<file path="src/rtl/fm_sb_pkg.sv">
// Shared types and defaults for the FM spy-buffer readout sequencer.
// Holds the sequencer state encoding, the header word layout and its tag.
package fm_sb_pkg;

    localparam int          SB_N_DEF         = 29;
    localparam int          AXI_DW_DEF       = 32;
    localparam logic [31:0] INIT_PATTERN_DEF = 32'h0fa5fa50;
    localparam logic [7:0]  HDR_TAG          = 8'hB0;

    typedef enum logic [3:0] {
        IDLE,
        INIT,
        ARMED,
        DELAY,
        HDR,
        RD_REQ,
        RD_WAIT,
        WORD,
        RELEASE
    } seq_state_t;

    typedef struct packed {
        logic [7:0]  tag;
        logic [7:0]  idx;
        logic [15:0] len;
    } hdr_t;

    function automatic logic [31:0] hdr_word(input logic [7:0] idx, input int depth);
        hdr_t h;
        h.tag = HDR_TAG;
        h.idx = idx;
        h.len = 16'(depth);
        return h;
    endfunction

endpackage

</file>
<file path="src/rtl/fm_sb_next_idx.sv">
// Priority encoder: lowest set mask bit above cur (or at cur when incl is set).
// Purely combinational; none flags that no such bit exists.
module fm_sb_next_idx #(
    parameter int SB_N = 29,
    parameter int IW   = 5
) (
    input  logic [SB_N-1:0] mask,
    input  logic [IW-1:0]   cur,
    input  logic            incl,
    output logic [IW-1:0]   nxt,
    output logic            none
);

    // Scanning downwards lets the lowest qualifying bit win.
    always_comb begin
        nxt  = '0;
        none = 1'b1;
        for (int i = SB_N - 1; i >= 0; i--) begin
            if (mask[i] && ((i > int'(cur)) || (incl && (i == int'(cur))))) begin
                nxt  = IW'(i);
                none = 1'b0;
            end
        end
    end

endmodule

</file>
<file path="src/rtl/fm_sb_readout_seq.sv">
// Spy-buffer sequencer: arm/trigger/freeze, per-buffer drain with header, init sweep.
// Latency: freeze lands post_trig_dly+1 cycles after trigger; readout runs 1 word per 3 cycles.
// Backpressure: out_vld/out_data hold until out_rdy; abort or reset drops the stream at once.
module fm_sb_readout_seq
    import fm_sb_pkg::*;
#(
    parameter int                SB_N         = SB_N_DEF,
    parameter int                AXI_DW       = AXI_DW_DEF,
    parameter int                ADDR_W       = 10,
    parameter int                DLY_W        = 16,
    parameter logic [AXI_DW-1:0] INIT_PATTERN = AXI_DW'(INIT_PATTERN_DEF)
) (
    input  logic                     clk_hs,
    input  logic                     rst_hs,
    input  logic                     cmd_arm,
    input  logic                     cmd_init,
    input  logic                     cmd_abort,
    input  logic [SB_N-1:0]          sb_mask,
    input  logic [DLY_W-1:0]         post_trig_dly,
    input  logic                     trigger,
    output logic [SB_N-1:0]          freeze,
    output logic [$clog2(SB_N)-1:0]  sb_sel,
    output logic                     sb_rd_en,
    output logic [ADDR_W-1:0]        sb_addr,
    input  logic [AXI_DW-1:0]        sb_rd_data,
    output logic [SB_N-1:0]          sb_wr_en,
    output logic [AXI_DW-1:0]        sb_wr_data,
    output logic [AXI_DW-1:0]        out_data,
    output logic                     out_vld,
    input  logic                     out_rdy,
    output logic                     out_last,
    output logic                     busy,
    output logic                     done,
    output logic                     err
);

    localparam int              IW       = $clog2(SB_N);
    localparam int              DEPTH    = 2 ** ADDR_W;
    localparam logic [ADDR_W-1:0] ADDR_MAX = '1;

    seq_state_t        state;
    logic [SB_N-1:0]   mask_q;
    logic [DLY_W-1:0]  dly_q;
    logic [DLY_W-1:0]  dly_cnt;
    logic [IW-1:0]     idx;
    logic [ADDR_W-1:0] addr;
    logic [IW-1:0]     first_idx;
    logic              first_none;
    logic [IW-1:0]     next_idx;
    logic              next_none;

    fm_sb_next_idx #(.SB_N(SB_N), .IW(IW)) u_first (
        .mask (mask_q),
        .cur  ('0),
        .incl (1'b1),
        .nxt  (first_idx),
        .none (first_none)
    );

    fm_sb_next_idx #(.SB_N(SB_N), .IW(IW)) u_next (
        .mask (mask_q),
        .cur  (idx),
        .incl (1'b0),
        .nxt  (next_idx),
        .none (next_none)
    );

    assign busy = (state != IDLE);

    always_ff @(posedge clk_hs) begin
        if (rst_hs) begin
            state      <= IDLE;
            mask_q     <= '0;
            dly_q      <= '0;
            dly_cnt    <= '0;
            idx        <= '0;
            addr       <= '0;
            freeze     <= '0;
            sb_sel     <= '0;
            sb_rd_en   <= 1'b0;
            sb_addr    <= '0;
            sb_wr_en   <= '0;
            sb_wr_data <= '0;
            out_data   <= '0;
            out_vld    <= 1'b0;
            out_last   <= 1'b0;
            done       <= 1'b0;
            err        <= 1'b0;
        end else begin
            done     <= 1'b0;
            err      <= 1'b0;
            sb_rd_en <= 1'b0;
            if (state != IDLE && cmd_abort) begin
                state      <= IDLE;
                freeze     <= '0;
                sb_wr_en   <= '0;
                sb_wr_data <= '0;
                sb_addr    <= '0;
                out_vld    <= 1'b0;
                out_last   <= 1'b0;
                err        <= 1'b1;
            end else begin
                if (state != IDLE && (cmd_init || cmd_arm)) begin
                    err <= 1'b1;
                end
                case (state)
                    IDLE: begin
                        // An abort with nothing running is a no-op and masks any other command.
                        if (!cmd_abort && (cmd_init || cmd_arm)) begin
                            if (sb_mask == '0) begin
                                err <= 1'b1;
                            end else if (cmd_init) begin
                                mask_q     <= sb_mask;
                                addr       <= '0;
                                sb_addr    <= '0;
                                sb_wr_en   <= sb_mask;
                                sb_wr_data <= INIT_PATTERN;
                                state      <= INIT;
                            end else begin
                                mask_q <= sb_mask;
                                dly_q  <= post_trig_dly;
                                state  <= ARMED;
                            end
                        end
                    end
                    INIT: begin
                        if (addr == ADDR_MAX) begin
                            sb_wr_en   <= '0;
                            sb_wr_data <= '0;
                            sb_addr    <= '0;
                            done       <= 1'b1;
                            state      <= IDLE;
                        end else begin
                            addr    <= addr + 1'b1;
                            sb_addr <= addr + 1'b1;
                        end
                    end
                    ARMED, DELAY: begin
                        if ((state == ARMED && trigger && dly_q == '0) ||
                            (state == DELAY && dly_cnt == dly_q)) begin
                            freeze <= mask_q;
                            if (first_none) begin
                                state <= RELEASE;
                            end else begin
                                idx      <= first_idx;
                                out_data <= AXI_DW'(hdr_word(8'(first_idx), DEPTH));
                                out_vld  <= 1'b1;
                                state    <= HDR;
                            end
                        end else if (state == ARMED && trigger) begin
                            dly_cnt <= DLY_W'(1);
                            state   <= DELAY;
                        end else if (state == DELAY) begin
                            dly_cnt <= dly_cnt + 1'b1;
                        end
                    end
                    HDR: begin
                        if (out_rdy) begin
                            out_vld  <= 1'b0;
                            addr     <= '0;
                            sb_addr  <= '0;
                            sb_sel   <= idx;
                            sb_rd_en <= 1'b1;
                            state    <= RD_REQ;
                        end
                    end
                    RD_REQ: state <= RD_WAIT;
                    RD_WAIT: begin
                        out_data <= sb_rd_data;
                        out_vld  <= 1'b1;
                        out_last <= (addr == ADDR_MAX) && next_none;
                        state    <= WORD;
                    end
                    WORD: begin
                        if (out_rdy) begin
                            out_vld  <= 1'b0;
                            out_last <= 1'b0;
                            if (addr != ADDR_MAX) begin
                                addr     <= addr + 1'b1;
                                sb_addr  <= addr + 1'b1;
                                sb_rd_en <= 1'b1;
                                state    <= RD_REQ;
                            end else if (!next_none) begin
                                idx      <= next_idx;
                                out_data <= AXI_DW'(hdr_word(8'(next_idx), DEPTH));
                                out_vld  <= 1'b1;
                                state    <= HDR;
                            end else begin
                                state <= RELEASE;
                            end
                        end
                    end
                    RELEASE: begin
                        freeze <= '0;
                        done   <= 1'b1;
                        state  <= IDLE;
                    end
                    default: state <= IDLE;
                endcase
            end
        end
    end

endmodule

</file>
<file path="config.mk">
export PLATFORM = sky130hd
export DESIGN_NAME = fm_sb_readout_seq
export DESIGN_NICKNAME = d
export VERILOG_FILES = /design/src/rtl/fm_sb_pkg.sv /design/src/rtl/fm_sb_next_idx.sv /design/src/rtl/fm_sb_readout_seq.sv
export SDC_FILE = /design/constraint.sdc
export NUM_CORES = 1
export LEC_CHECK = 0
export ABC_AREA = 1
export CAP_MARGIN = 40
export CORE_ASPECT_RATIO = 0.9
export CORE_MARGIN = 3
export CORE_UTILIZATION = 40
export DETAILED_ROUTE_END_ITERATION = 10
export GPL_TIMING_DRIVEN = 0
export PLACE_DENSITY = 0.67
export SYNTH_ARGS = -nofsm -noshare
export SYNTH_HDL_FRONTEND = slang
export SYNTH_SLANG_ARGS = --single-unit
</file>
<file path="constraint.sdc">
create_clock -name clk_hs -period 2.3 [get_ports clk_hs]
set_input_delay 0.575 -clock clk_hs [delete_from_list [all_inputs] [get_ports clk_hs]]
set_output_delay 0.575 -clock clk_hs [all_outputs]
set_load 0.005 [all_outputs]
</file>
==> flow_summary.json, run 1 <==
{
  "violations": "negative setup slack",
  "grt.total_usage_pct": 25.7,
  "synth_compound_area_share_pct": 19.1,
  "place_congestion": 0.948,
  "fillCellCount": 1924,
  "root_buffer": "clkbuf_16",
  "path_cells": "buf_8 > nor2_4 > nor2_4 > a211oi_2 > nor2_1 > and3_4 > nand2_2 > nor2_2 > inv_2 > nor3_4 > nand2_2 > nand4_4 > nor3_4 > inv_2 > buf_6 > buf_6 > buf_16 > nand2_2 > a21oi_1",
  "min_from": "sb_mask[24]",
  "cp-start-kind": "flip-flop",
  "syn_area_per_cell_sq_um": 7.00,
  "crit_path_end_kind": "flip-flop",
  "maxSlewHeadroom_pct": 41.0,
  "dieWidth_um": 166,
  "syn_area_sq_um": 9220,
  "grt_pass1_wl_mm": 51.5,
  "synth_edf_count": 0,
  "critPathArrivalTime_ns": 2.84,
  "clkSlewWorstSetupHoldPaths_ns": 0.08,
  "final_hold_viol_count": 0,
  "fmax_mhz": 392,
  "vdd.ir_drop.worst_v": 0.000502,
  "power_uw": 12600,
  "rows": 52,
  "tightestPinTransition_ns": 0.885,
  "r2r-start": "idx[2]",
  "synth_xor_area_share_pct": 1.05,
  "antenna_found_initial": 0,
  "p_comb_share_pct": 44.0,
  "yosysTopAreaCellShare_pct": 41.5,
  "ys_types": 54,
  "synthFlopType": "dfxtp_1",
  "wire_per_inst_um": 17.6,
  "io_buffers": 210,
  "dieArea_sq_um": 24900,
  "ctsLongestPathBuffers": 2,
  "rrSetupSlack_ns": -0.25,
  "yosysSeqAreaShare_pct": 41.5,
  "drt_iter0_markers": 828,
  "r2r_cells": 19,
  "wl_met3_mm": 3.08,
  "place_ws_ns": -0.936,
  "wl_met1_mm": 15.6,
  "ys_warn_count": 0,
  "multiInputGateArea_sq_um": 5550,
  "first_global_vias": 9571,
  "finalClockSkew_ns": 0.00952,
  "clkLatencyLatePin_ns": 0.44,
  "ff_latch_area_sq_um": 3890,
  "internal_power_uw": 7610,
  "yosys.area.top_type": "dfxtp_1",
  "power.density_nw_per_um2": 858,
  "max-cap-violations": 0,
  "rsz0062_at_grt": "true",
  "boundaryPins": 227,
  "syn_inst": 1316,
  "die_y_um": 150,
  "setup_slack_ns": -0.253,
  "final_max_slew_viol_count": 0,
  "power_frac_seq_pct": 32.7,
  "synthAdderAreaFrac_pct": 0.271,
  "wl_met2_mm": 15.1,
  "switchingPower_uw": 4950,
  "drive_gt1_share_pct": 32.3,
  "hold_class": "primary input to flip-flop",
  "cpPeakStageDelay_ns": 0.33,
  "hold_depth": 3,
  "post-route-period-util_pct": 111,
  "clock-sinks": 191,
  "holdPathEnd": "sb_wr_en[24]",
  "dp_hpwl_mm": 24.1,
  "crit_path_top_delay_cell": "dfxtp_2",
  "drt-pass1-iter-count": 5,
  "cp_common_cell": "nand2_2",
  "cts_buffers": 17,
  "grt_max_degree": 20,
  "fin_crit_ns": 2.55,
  "cts_tree": "yes",
  "worstSetupPathType": "flip-flop to flip-flop",
  "p_leak_uw": 0.00588,
  "synth_top_family_by_area": "simple AND/OR/NAND/NOR gates",
  "synthSimpleGateAreaFrac_pct": 26.6,
  "drc": 0,
  "via_per_inst": 5.30,
  "cts-hold-fix-buffers": 0,
  "vias": 10386,
  "synth_async_sr_flop_share_pct": 0,
  "htree_levels": 4,
  "outcome": "complete, but fails checks",
  "r2r-end": "out_data[8]",
  "wl_mm": 34.6,
  "layout-area-overhead-vs-synth_pct": 58.8,
  "gr-total-overflow": 0,
  "worstPathMaxFanout": 7,
  "postRouteAntennaNets": 0,
  "swShare_pct": 39.4,
  "start_util_pct": 40.8,
  "top_layer": "met4",
  "clkPwrFrac_pct": 23.3,
  "ys_top_cells_by_area": "dfxtp_1, nand2_1, a21oi_1",
  "ys_ff_latch": 191,
  "synthMuxAreaShare_pct": 0,
  "fp.coreArea_sq_um": 22600,
  "finalSetupViolations": 76,
  "n_antenna_cell": 0,
  "cp.required_ns": 2.59,
  "fin_nets": 1736
}
[power groups by stage]
stage	Combinational, uW	Clock [uW]	Sequential, uW
floorplan	2400	0	4020
global placement	3720	0	4070
global route	5960	3100	4160
finish	5520	2920	4110
detailed placement	3730	0	4080
CTS	4560	2950	4040
[what timing repair did]
action,CTS,global route
endpoints found under the setup margin,198,173
cloned,8,3
endpoints found under the hold margin,0,0
pin swaps,60,106
gates resized for setup,267,303
setup buffers,48,34
[critical path, delay by kind of cell, from the launching register on]
family,cells,cell delay [ns]
and+or+nand+nor,11,1.10
buffers and inverters,6,0.70
DFF,1,0.33
AOI/OAI and AO/OA,2,0.26
[flip-flops by register name, summed over array words and instances, names as in the netlist, 5 cells and up]
register,flops
idx,5
freeze,29
dly_q,16
mask_q,29
out_data,32
sb_wr_en,29
addr,10
dly_cnt,16
sb_addr,10
sb_sel,5
[worst max path at each step]
stage                startpoint           to  slack (ns)
detailed placement  sb_mask[24]    mask_q[7]       -0.94
global route             idx[2]       idx[0]       -0.39
CTS                      idx[3]  out_data[8]       -0.19
finish                   idx[2]  out_data[8]       -0.25
floorplan           sb_mask[24]      addr[8]       -0.06
global placement    sb_mask[24]     dly_q[1]       -0.96
[logic make-up (layout without fill, tap and decap cells)]
family                     count (synthesis)  in the layout
AOI/OAI and AO/OA                        320            320
other                                      1             16
buffers and inverters                    237            569
adders and majority gates                  2              2
and+or+nand+nor                          554            554
DFF                                      191            191
xor gates and xnor gates                  11             11
[area by class of cell]
cell class              count  area share [%]
well taps                 297            2.54
multi-input cells         903            37.9
clock inverters            15            1.00
repair buffers            300            19.9
clock buffers              17            2.91
flip-flops and latches    191            26.6
plain buffers              82            4.69
inverters                 155            4.39
[stage by stage]
stage                     util (%)  TNS [ns]  area, sq um  hold WS (ns)  cells
after global placement        52.1   -135.69        11800         0.448   1838
after floorplan                  -     -1.01         9290         0.451   1331
final                         64.8     -6.82        14600         0.424   1960
after global routing          64.8    -17.64        14600         0.435   1960
after detailed placement      52.1   -136.38        11800         0.454   1838
after CTS                     59.6     -4.13        13500         0.412   1926
[routing by layer]
metal | vias to the layer above | track usage (%)
met4 | 0 | 7.36
met1 | 4878 | 37.0
li1 | 4975 | -
met2 | 482 | 39.1
met5 | - | 0
met3 | 51 | 5.44
[placed cells by master (no fill, tap or decap), types with 27 or more instances in the layout]
cell             Yosys  routed
nor2_1             107      72
nand3_1             55      44
nand2_2             12      45
buf_6                1      27
buf_4               35      92
a21oi_1            173     120
inv_2               21      28
nand2_4              1      33
dfxtp_1            191     162
clkdlybuf4s50_1      0     180
o21ai_0             89      59
nand2_1            296     229
inv_1              131     109
a21oi_2              6      57
[cells in the mapped netlist, drive strengths merged (2+ instances only)]
cell and number:
nand2 309, dfxtp 191, a21oi 179, inv 153, nor2 117, o21ai 98
nand3 55, buf 46, clkbuf 36, nor3 36, nor4 14, a211oi 13
nand4 12, xor2 11, a31oi 6, nor3b 4, o211ai 4, a221oi 3
a41oi 3, o2111ai 3, o211a 3, or4 3, and3 2, clkinv 2
ha 2, o31ai 2, or2 2
No activity file was read; power rests on OpenSTA's default activity.
==> run 2, diff against run 1 <==
--- a/config.mk
+++ b/config.mk
@@ -10,9 +10,10 @@
 export CORE_ASPECT_RATIO = 0.9
 export CORE_MARGIN = 3
 export CORE_UTILIZATION = 40
+export CTS_BUF_LIST = sky130_fd_sc_hd__clkbuf_8
 export DETAILED_ROUTE_END_ITERATION = 10
 export GPL_TIMING_DRIVEN = 0
-export PLACE_DENSITY = 0.67
+export PLACE_DENSITY = 0.7
 export SYNTH_ARGS = -nofsm -noshare
 export SYNTH_HDL_FRONTEND = slang
 export SYNTH_SLANG_ARGS = --single-unit
==> run 2 against run 1 <==
  * The run still ends with negative setup slack left
  * Global-route usage shrank 0.74 points
  * Worst hold slack gained 0.045 ns
  * Setup slack lost 0.015 ns
  * First-iteration DRC count grew 8.7%
  * Sequential share of layout area grew 1.7 points
  * Count of clock-buffer cells in the layout grew 1
  * Critical path depth grew 1
  * Sequential power shrank 1%
  * Flip-flop and latch count is the same
  * Clock skew grew 0.016 ns
  * Wire length shrank 4.7%
==> flow_summary.json, run 2 (synthesis results as in run 1) <==
{
  "rows": 52,
  "cts-hold-fix-buffers": 0,
  "ctsLongestPathBuffers": 2,
  "grt_pass1_wl_mm": 50.1,
  "cts_buffers": 17,
  "drt-pass1-iter-count": 6,
  "vias": 10179,
  "wl_mm": 33.0,
  "gr-total-overflow": 0,
  "fp.coreArea_sq_um": 22600,
  "largest_register_ffs": 32,
  "fin_setup_tns_ns": -8.72,
  "root_buffer": "clkbuf_8",
  "r2r-start": "idx[2]",
  "cp-start-kind": "flip-flop",
  "final_cell_mix": "nand2_1, clkdlybuf4s50_1, a21oi_1",
  "setup_slack_ns": -0.268,
  "antenna_found_initial": 0,
  "fillCellCount": 1993,
  "die_y_um": 150,
  "cts_tree": "yes",
  "worstSetupPathType": "flip-flop to flip-flop",
  "rsz0062_at_grt": "true",
  "finalSetupViolations": 48,
  "layout-area-overhead-vs-synth_pct": 49.2,
  "worstPathMaxFanout": 7,
  "dp_hpwl_mm": 23.8,
  "hold_ws_ns": 0.469,
  "dieWidth_um": 166,
  "io_buffers": 210,
  "drc": 0,
  "place_congestion": 0.946,
  "maxSlewHeadroom_pct": 46.8,
  "cp.required_ns": 2.70,
  "grt_max_degree": 20,
  "via_per_inst": 5.18,
  "path_cells": "buf_6 > nand2_2 > a21oi_2 > nor2_1 > inv_1 > nand2_1 > nor3_4 > nand2_1 > nor2_2 > inv_2 > nor3_4 > nand2_2 > nand4_4 > nor3_4 > buf_12 > inv_4 > buf_12 > buf_8 > nand2_2 > a21oi_2",
  "fin_crit_ns": 2.57,
  "clkSlewWorstSetupHoldPaths_ns": 0.11,
  "min_from": "freeze[26]",
  "power.density_nw_per_um2": 806,
  "critPathArrivalTime_ns": 2.97,
  "vdd.ir_drop.worst_v": 0.000610,
  "crit_start": "idx[2]",
  "outcome": "complete, but fails checks",
  "postRouteAntennaNets": 0,
  "final_max_slew_viol_count": 0,
  "htree_levels": 4,
  "power_uw": 11100,
  "drive_gt1_share_pct": 25.0,
  "max-cap-violations": 0,
  "wire_per_inst_um": 16.8,
  "layoutNonFillerInstCount": 1964,
  "finalClockSkew_ns": 0.0256,
  "placed_area_sq_um": 11800,
  "final_hold_viol_count": 0,
  "top_register": "out_data",
  "clock-sinks": 191,
  "layout.cells.most_common": "nand2_1",
  "post-route-period-util_pct": 112,
  "violations": "negative setup slack",
  "fin_nets": 1740,
  "clkLatencyLatePin_ns": 0.48,
  "drt_iter0_markers": 900,
  "hold_class": "flip-flop to flip-flop",
  "crit_path_end_kind": "flip-flop",
  "dpl.cell_count": 1838,
  "dieArea_sq_um": 24900,
  "n_antenna_cell": 0,
  "crit_path_top_delay_cell": "dfxtp_2",
  "first_global_vias": 9401,
  "grt.total_usage_pct": 25.0,
  "boundaryPins": 227,
  "fmax_mhz": 389,
  "start_util_pct": 40.8,
  "tightestPinTransition_ns": 0.799,
  "fin_area_sq_um": 13800,
  "p_leak_uw": 0.00560,
  "cpPeakStageDelay_ns": 0.34
}
-- run 2: final timing paths --
path	end	slack [ns]	cells past startpoint
max reg2reg	out_data[31]	-0.27	20
min	freeze[26]	0.47	2
min reg2reg	freeze[26]	0.47	2
max	out_data[31]	-0.27	20
-- run 2: final cells by class --
cell class                      count  area [sq um]  area share [%]
Multi-Input combinational cell    903          5020            36.5
Inverter                          155           617            4.49
Timing Repair Buffer              304          2880            20.9
Tap cell                          297           372            2.70
Clock inverter                     14           145            1.06
Sequential cell                   191          3890            28.3
Clock buffer                       18           248            1.80
Buffer                             82           587            4.27
-- run 2: worst max-delay path, delay by kind of cell, from the launching register on --
kind | cells | cell delay, ns
AOI/OAI and AO/OA | 2 | 0.31
and+or+nand+nor | 11 | 1.17
buffers and inverters | 7 | 0.69
DFF | 1 | 0.34
-- run 2: where the power goes --
part           leakage (uW)  total, uW  internal, uW  switching (uW)
combinational       0.00383       4790          2080            2710
sequential          0.00157       4070          3710             358
clock              0.000202       2220           837            1380
-- run 2: layer usage --
metal,routed length (um),global-route usage (%),share of wire [%],vias to the layer above
met5,0,0,0,-
met4,520,4.86,1.6,0
met3,2600,5.41,7.9,50
met2,14300,39.1,44,468
met1,15500,35.8,47,4700
li1,-,-,-,4961
-- run 2: stage by stage --
step / util (%) / setup WS (ns)
detailed placement: 52.1 / -0.973
global route: 60.9 / -0.365
CTS: 58.4 / -0.193
floorplan: - / -0.0571
finish: 60.9 / -0.268
global placement: 52.1 / -0.933
-- run 2: repair_timing --
action                     in CTS  in global routing
setup buffers                  65                 32
gates cloned                    2                  0
pin swaps                      53                 62
setup endpoints to repair     194                173
gates resized for setup       205                120
